===== config.mk =====
export PLATFORM = sky130hd
export DESIGN_NAME = onehot_strobe_decoder
export DESIGN_NICKNAME = d
export VERILOG_FILES = /design/src/rtl/onehot_strobe_decoder_pkg.sv /design/src/rtl/onehot_strobe_decoder_strobe_timer.sv /design/src/rtl/onehot_strobe_decoder.sv
export SDC_FILE = /design/constraint.sdc
export NUM_CORES = 1
export LEC_CHECK = 0
export CORE_UTILIZATION = 35
export CTS_CLUSTER_SIZE = 12
export DETAILED_ROUTE_END_ITERATION = 12
export PLACE_DENSITY = 0.55
export SLEW_MARGIN = 20
export SYNTH_ARGS = -nofsm -noshare
export SYNTH_HDL_FRONTEND = slang
export SYNTH_SLANG_ARGS = --single-unit
export TNS_END_PERCENT = 5

===== constraint.sdc =====
create_clock -name clk -period 2.6 [get_ports clk]
set_input_delay 0.26 -clock clk [delete_from_list [all_inputs] [get_ports clk]]
set_output_delay 0.26 -clock clk [all_outputs]
set_load 0.02 [all_outputs]

===== src/rtl/onehot_strobe_decoder_pkg.sv =====
// Shared definitions for the one-hot strobe decoder and its matching one-hot encoder.
// Line vectors are computed at LinesMaxW bits and truncated by the user to its line count.
package onehot_strobe_decoder_pkg;

  localparam int unsigned LinesMaxW = 32;
  localparam int unsigned CodeMaxW  = 8;

  typedef enum logic [1:0] {
    StIdle  = 2'd0,
    StDrive = 2'd1,
    StGap   = 2'd2
  } state_e;

  function automatic logic [LinesMaxW-1:0] onehot_of(input logic [CodeMaxW-1:0] code);
    logic [LinesMaxW-1:0] one;
    one = LinesMaxW'(1);
    return one << code;
  endfunction

  // Encoder side: index of the lowest set line, 0 when no line is set.
  function automatic logic [CodeMaxW-1:0] binary_of(input logic [LinesMaxW-1:0] lines);
    logic [CodeMaxW-1:0] idx;
    idx = '0;
    for (int i = LinesMaxW - 1; i >= 0; i--) begin
      if (lines[i]) idx = CodeMaxW'(i);
    end
    return idx;
  endfunction

endpackage


===== src/rtl/onehot_strobe_decoder_strobe_timer.sv =====
// Loadable down-counter that saturates at zero; load takes priority over decrement.
module onehot_strobe_decoder_strobe_timer #(
  parameter int unsigned CNT_W = 8
) (
  input  logic             clk,
  input  logic             rst_n,
  input  logic             i_load,
  input  logic [CNT_W-1:0] i_load_val,
  input  logic             i_dec,
  output logic             o_zero,
  output logic [CNT_W-1:0] o_count
);

  logic [CNT_W-1:0] r_count;

  always_ff @(posedge clk or negedge rst_n) begin
    if (!rst_n) begin
      r_count <= '0;
    end else if (i_load) begin
      r_count <= i_load_val;
    end else if (i_dec && (r_count != '0)) begin
      r_count <= r_count - CNT_W'(1);
    end
  end

  assign o_zero  = (r_count == '0);
  assign o_count = r_count;

endmodule


===== src/rtl/onehot_strobe_decoder.sv =====
// Registered binary-to-one-hot decoder: accepts a code, strobes one line for HOLD_CYCLES,
// then keeps all lines low for GAP_CYCLES before accepting again.
module onehot_strobe_decoder
  import onehot_strobe_decoder_pkg::*;
#(
  parameter int unsigned N_OUT       = 8,
  parameter int unsigned CODE_W      = 3,
  parameter int unsigned HOLD_CYCLES = 4,
  parameter int unsigned GAP_CYCLES  = 1,
  parameter int unsigned CNT_W       = 8
) (
  input  logic              clk,
  input  logic              rst_n,
  input  logic              i_clr,
  input  logic              i_valid,
  input  logic [CODE_W-1:0] i_code,
  output logic              o_ready,
  output logic [N_OUT-1:0]  o_lines,
  output logic              o_busy,
  output logic              o_done,
  output logic              o_err
);

  state_e             r_state, w_state_d;
  logic [N_OUT-1:0]   r_lines, w_lines_d;
  logic               r_done, w_done_d;
  logic               r_err, w_err_d;
  logic               w_xfer, w_code_ok;
  logic               w_load, w_dec, w_zero;
  logic [CNT_W-1:0]   w_load_val, w_count, w_count_d;
  logic [N_OUT-1:0]   w_onehot;

  assign o_ready   = (r_state == StIdle) && !i_clr;
  assign w_xfer    = i_valid && o_ready;
  assign w_code_ok = 32'(i_code) < N_OUT;
  assign w_onehot  = N_OUT'(onehot_of(CodeMaxW'(i_code)));

  always_ff @(posedge clk or negedge rst_n) begin
    if (!rst_n) begin
      r_state <= StIdle;
      r_lines <= '0;
      r_done  <= 1'b0;
      r_err   <= 1'b0;
    end else begin
      r_state <= w_state_d;
      r_lines <= w_lines_d;
      r_done  <= w_done_d;
      r_err   <= w_err_d;
    end
  end

  always_comb begin
    w_state_d  = r_state;
    w_lines_d  = r_lines;
    w_err_d    = 1'b0;
    w_load     = 1'b0;
    w_load_val = '0;
    w_dec      = 1'b0;
    if (i_clr) begin
      w_state_d = StIdle;
      w_lines_d = '0;
      w_load    = 1'b1;
    end else begin
      unique case (r_state)
        StIdle: begin
          if (w_xfer) begin
            if (w_code_ok) begin
              w_state_d  = StDrive;
              w_lines_d  = w_onehot;
              w_load     = 1'b1;
              w_load_val = CNT_W'(HOLD_CYCLES - 1);
            end else begin
              w_err_d = 1'b1;
            end
          end
        end
        StDrive: begin
          if (w_zero) begin
            w_lines_d = '0;
            if (GAP_CYCLES > 0) begin
              w_state_d  = StGap;
              w_load     = 1'b1;
              w_load_val = CNT_W'(GAP_CYCLES - 1);
            end else begin
              w_state_d = StIdle;
            end
          end else begin
            w_dec = 1'b1;
          end
        end
        StGap: begin
          if (w_zero) w_state_d = StIdle;
          else        w_dec     = 1'b1;
        end
        default: begin
          w_state_d = StIdle;
          w_lines_d = '0;
        end
      endcase
    end
  end

  // done is registered, so it is raised on the edge entering the final phase cycle.
  always_comb begin
    w_count_d = w_load ? w_load_val : (w_dec ? (w_count - CNT_W'(1)) : w_count);
    w_done_d  = 1'b0;
    if (!i_clr && (w_count_d == '0)) begin
      w_done_d = (GAP_CYCLES > 0) ? (w_state_d == StGap) : (w_state_d == StDrive);
    end
  end

  onehot_strobe_decoder_strobe_timer #(
    .CNT_W (CNT_W)
  ) u_timer (
    .clk        (clk),
    .rst_n      (rst_n),
    .i_load     (w_load),
    .i_load_val (w_load_val),
    .i_dec      (w_dec),
    .o_zero     (w_zero),
    .o_count    (w_count)
  );

  assign o_lines = r_lines;
  assign o_busy  = (r_state != StIdle);
  assign o_done  = r_done;
  assign o_err   = r_err;

endmodule


==> out/qor.yml, run 1 <==
leakagePower_nw: 0.6291
seq_area_um2: 475.5
p_switching_mw: 0.3221
syn_inst: 122
slew_headroom_pct: 65.53
htree_levels: 1
ys.warnings.count: 0
p_comb_share_pct: 42.3
synth_area_per_cell_um2: 9.999
status: "finished clean"
grt_usage_pct: 14.99
grt_setup_unrepaired: "false"
ant_nets: 0
min-delay-path-class: "primary input to asynchronous set/reset pin"
ys_seq_area_share_pct: 38.97
antenna_found_initial: 0
cp.arrival_ns: 2.09
internal_power_mw: 0.5377
switching_share_pct: 37.46
clk_latency_ns: 0.29
layout_commonest_cell: "dfrtp_1"
grt_remaining_overflow: 0
clock_path_buffers: 2
path_class: "flip-flop to primary output"
cp-start-kind: "flip-flop"
seqPwrFrac_pct: 40.3
clkSlewWorstSetupHoldPaths_ns: 0.11
post-route-min-period_ns: 2.355
vias_per_cell: 4.968
async_flop_share_pct: 100.0
routed_wl_mm: 2.511
skew_ns: 0.0003479
layout-drive-gt1-share_pct: 17.02
ys_seq_elements: 19
cts_tree: "built"
synthDistinctLibCells: 38
power_density_nw_per_um2: 590.9
drt_iter0_markers: 16
numPortBuffers: 17
design.die.area_um2: 3726
dieHeight_um: 61.04
clock-sinks: 19
nets: 155
synthFlopType: "dfrtp_1"
synth-edff-count: 0
grt_pass1_vias: 868
crit_fanout: 6
maxCapViolCount: 0
setup_viol_count_final: 0
via_count: 929
place_area_um2: 1425
start_util_pct: 36.56
synth_fp_nets: 135
fp.dieW_um: 61.04
hold_viol_final: 0
wl_per_cell_um: 13.43
pin_count: 19
diodes: 0
grt_pass1_wl_mm: 4.112
worst_pin_slew_ns: 0.5160
fmax_mhz: 424.7
rows: 21
n_fill_cell: 330
ir_drop_mv: 0.2824
mostFrequentLayoutCells: "19 x dfrtp_1, 18 x nor2_1, 17 x clkdlybuf4s50_1, 10 x mux2_2, 8 x inv_1"
numCtsBuffers: 3
setup_tns_ns: 0
root_buffer: "clkbuf_4"
grt_max_degree: 20
reg2regPathDepth: 7
place.gp.congestion: 0.8740
stdcell_area_um2: 1455
cp-end-kind: "primary output"
cp.required_ns: 2.34
drv_slew: 0
cts_setup_buffers: 0
drc: 0
post-route-period-util_pct: 90.57
multi_input_area_um2: 679.4
coreArea_um2: 3337
synth_area_um2: 1220
clkPwrFrac_pct: 17.4
drtPass1Iterations: 4
area_growth_syn_to_layout_pct: 19.28
dpl.hpwl_mm: 1.942
## cells by family after synthesis
logic type	after synthesis	synth area share, %
and+or+nand+nor	49	22.97
DFF	19	38.97
buffers and inverters	12	5.538
adders and majority gates	6	6.154
muxes	11	10.05
xor gates and xnor gates	7	5.026
AOI/OAI and AO/OA	17	10.97
other	1	0.3074
## cells in the mapped netlist (2+ instances only)
cell type,instances,share of area (%)
a21oi_1,2,0.82
a221o_1,2,1.6
buf_4,2,1.2
buf_6,2,1.8
dfrtp_1,19,39
ha_1,6,6.2
inv_1,8,2.5
mux2_2,10,9.2
nand2_1,3,0.92
nand2b_1,4,2.1
nand3_1,3,1.2
nand4_1,2,1.0
nor2_1,18,5.5
nor2b_1,5,2.6
nor3_1,3,1.2
nor3b_1,2,1.2
o21ai_0,5,2.1
xnor2_1,5,3.6
xor2_1,2,1.4
## registers in the layout, summed over array words and instances, names as in the netlist
signal / flops
o_lines: 8
u_timer.o_count: 8
r_state: 2
o_done: 1
## per-layer routing
layer	track usage [%]	wire, um	share of wire (%)
met1	21.40	1220	49
met2	23.14	1203	48
met3	1.891	54	2.2
met4	5.844	33	1.3
met5	0	0	0
## worst paths after layout
kind	start	endpoint	slack, ns
min reg2reg	o_lines[3]	o_lines[3]	0.51
max in group asynchronous	rst_n	u_timer.o_count[6]	2.10
max reg2reg	r_state[1]	o_done	0.37
min in group clk	o_lines[3]	o_lines[3]	0.51
min	rst_n	u_timer.o_count[4]	0.29
max	r_state[1]	o_ready	0.25
## what timing repair did
item / in CTS / in global routing
resized for setup: 0 / 1
hold buffers: 0 / 0
setup endpoints to repair: 0 / 1
## layout make-up
| class | count | share of cell area, % |
|---|---|---|
| clock inverter | 1 | 0.3439 |
| multi-input combinational | 91 | 46.69 |
| inverter | 8 | 2.064 |
| clock buffer | 3 | 1.548 |
| sequential | 19 | 32.67 |
| tap | 46 | 3.955 |
| timing repair buffer | 19 | 12.73 |
## power groups by stage
stage                     clock [mW]  sequential [mW]  combinational (mW)
final                          0.150            0.347               0.364
after global placement             0            0.352               0.358
after global routing           0.172            0.351               0.396
after CTS                      0.160            0.347               0.362
after floorplan                    0            0.358               0.258
after detailed placement           0            0.353               0.358
## through the flow
stage	power, mW	util, %	hold WS, ns	cells	worst slack (ns)
2_1_floorplan	0.6158	-	-0.03559	122	0.6391
3_3_place_gp	0.7101	42.71	0.4915	183	0.3791
3_5_place_dp	0.7109	42.71	0.4926	183	0.3605
4_1_cts	0.8685	43.53	0.2911	187	0.1004
5_1_grt	0.9186	43.61	0.3108	187	0.1385
6_report	0.8598	43.61	0.2912	187	0.2452
## critical path, cell delays in order, from the launching register on
cell	delay (ns)
dfrtp_1	0.43
inv_1	0.12
ha_1	0.26
nor2b_2	0.33
clkdlybuf4s50_1	0.66
Power figures use the tool's default switching activity.
==> inputs of run 2 (changes only) <==
Settings changed: CTS_CLUSTER_DIAMETER set to 120.
==> results of run 2 <==
Same layout as run 1: the final DEF is identical, and so are final timing and power.
==> inputs of run 3 (changes only) <==
Settings changed: CORE_UTILIZATION 35 to 47, PLACE_DENSITY 0.55 to 0.7.
==> run 3 against run 2 <==
  * Clock skew rose by 0.0056 ns
  * Largest cell class unchanged
  * Highest routed layer unchanged
  * Global-route usage grew 4.6 points
  * Setup slack got worse by 0.10 ns
  * Total power is 0.28% lower
  * Via count grew 0.86%
  * Sequential share of layout area is 0.69 points higher
  * Sequential cell count stayed put
  * Final cell count is 9.1% lower
  * Routed wire length down 4.5%
  * Critical path type unchanged
  * Largest power group unchanged
==> out/qor.yml, run 3 (synthesized netlist as in run 1, its figures left out) <==
final_util_pct: 58.05
p_comb_share_pct: 41.6
root_buffer: "clkbuf_4"
fp.dieW_um: 52.95
cts_resized: 0
slew_headroom_pct: 44.75
start_util_pct: 49.69
place_area_um2: 1398
clk_latency_ns: 0.30
hold_ws_ns: 0.4195
rows: 18
wl_per_cell_um: 14.11
cts_tree: "built"
layout_commonest_cell: "dfrtp_1"
worst_pin_slew_ns: 0.8261
p_switching_mw: 0.3216
postCtsHoldBufs: 0
skew_ns: 0.005904
maxCapViolCount: 0
dpl.hpwl_mm: 1.816
crit_fanout: 6
path_class: "flip-flop to primary output"
routed_wl_mm: 2.398
final_cells: 170
drtPass1Iterations: 6
pin_count: 19
setup_viol_count_final: 0
grt_pass1_vias: 904
clock_path_buffers: 2
via_count: 937
setup_tns_ns: 0
grt_setup_unrepaired: "false"
leakagePower_nw: 0.6227
ir_drop_mv: 0.3455
dieHeight_um: 52.95
drv_slew: 0
cp.required_ns: 2.34
clkPwrFrac_pct: 17.8
diodes: 0
numCtsBuffers: 3
htree_levels: 1
dpl.cell_count: 166
min-delay-path-class: "primary input to asynchronous set/reset pin"
antenna_found_initial: 0
post-route-period-util_pct: 94.47
grt_usage_pct: 19.57
clkSlewWorstSetupHoldPaths_ns: 0.11
clock-sinks: 19
internal_power_mw: 0.5358
seqPwrFrac_pct: 40.6
numPortBuffers: 17
area_growth_syn_to_layout_pct: 16.82
power_density_nw_per_um2: 601.6
fmax_mhz: 407.1
cp-start-kind: "flip-flop"
vias_per_cell: 5.512
cp.arrival_ns: 2.20
regToRegStartpoint: "u_timer.o_count[0]"
place.gp.congestion: 0.9005
grt_remaining_overflow: 0
status: "finished clean"
ant_nets: 0
drc: 0
nets: 154
grt_max_degree: 20
post-route-min-period_ns: 2.456
cp-end-kind: "primary output"
n_fill_cell: 212
layout-drive-gt1-share_pct: 15.71
grt_pass1_wl_mm: 3.933
stdcell_area_um2: 1425
coreArea_um2: 2455
drt_iter0_markers: 18
switching_share_pct: 37.51
cts_setup_buffers: 0
critPathLaunch: "r_state[1]"
design.die.area_um2: 2803
hold_viol_final: 0
mostFrequentLayoutCells: "19 x dfrtp_1, 18 x nor2_1, 17 x clkdlybuf4s50_1, 10 x mux2_2, 8 x inv_1"
## run 3: cell count changes in the layout (fill, tap and decap cells not counted), sizes merged
cell	previous run	this run
buf	2	1
## run 3: cell type report
| class | instances | area, um2 | share of cell area (%) |
|---|---|---|---|
| Multi-Input combinational cell | 91 | 676.9 | 47.50 |
| Sequential cell | 19 | 475.5 | 33.36 |
| Timing Repair Buffer | 18 | 177.7 | 12.47 |
| Tap cell | 30 | 37.54 | 2.634 |
| Inverter | 8 | 30.03 | 2.107 |
| Clock buffer | 3 | 22.52 | 1.580 |
| Clock inverter | 1 | 5.005 | 0.3512 |
## run 3: worst max-delay path, stage by stage (launching register included)
cell and delay [ns]:
dfrtp_1 0.43, inv_1 0.12, ha_1 0.26, nor2b_1 0.40
clkdlybuf4s50_1 0.69
## run 3: per-stage QoR
stage          worst slack [ns]  power [mW]
2_1_floorplan            0.6391      0.6158
4_1_cts                  0.1392      0.8613
5_1_grt                0.002468      0.9155
6_report                 0.1438      0.8574
3_3_place_gp             0.4009      0.7000
3_5_place_dp             0.4015      0.7058
## run 3: worst paths after layout
| path | end | slack (ns) | depth (start not counted) |
|---|---|---|---|
| max in group asynchronous | u_timer.o_count[5] | 1.67 | 1 |
| setup reg to reg | o_lines[4] | 0.38 | 7 |
| hold reg to reg | o_lines[5] | 0.52 | 1 |
| hold / removal | u_timer.o_count[2] | 0.42 | 1 |
| setup / recovery | o_ready | 0.14 | 4 |
| min in group clk | o_lines[5] | 0.52 | 1 |
## run 3: layer usage
metal | part of all wire, % | vias to the layer above | GRT usage, %
met1 | 49 | 448 | 25.83
met2 | 46 | 18 | 30.59
li1 | - | 464 | -
met5 | 0 | - | 0
met4 | 2.6 | 0 | 10.53
met3 | 2.1 | 7 | 2.586
## run 3: power by group through the flow
stage | registers, mW | clock network [mW] | logic, mW
6_report | 0.348 | 0.153 | 0.357
5_1_grt | 0.352 | 0.173 | 0.391
4_1_cts | 0.348 | 0.159 | 0.355
3_5_place_dp | 0.354 | 0 | 0.352
3_3_place_gp | 0.352 | 0 | 0.348
2_1_floorplan | 0.358 | 0 | 0.258
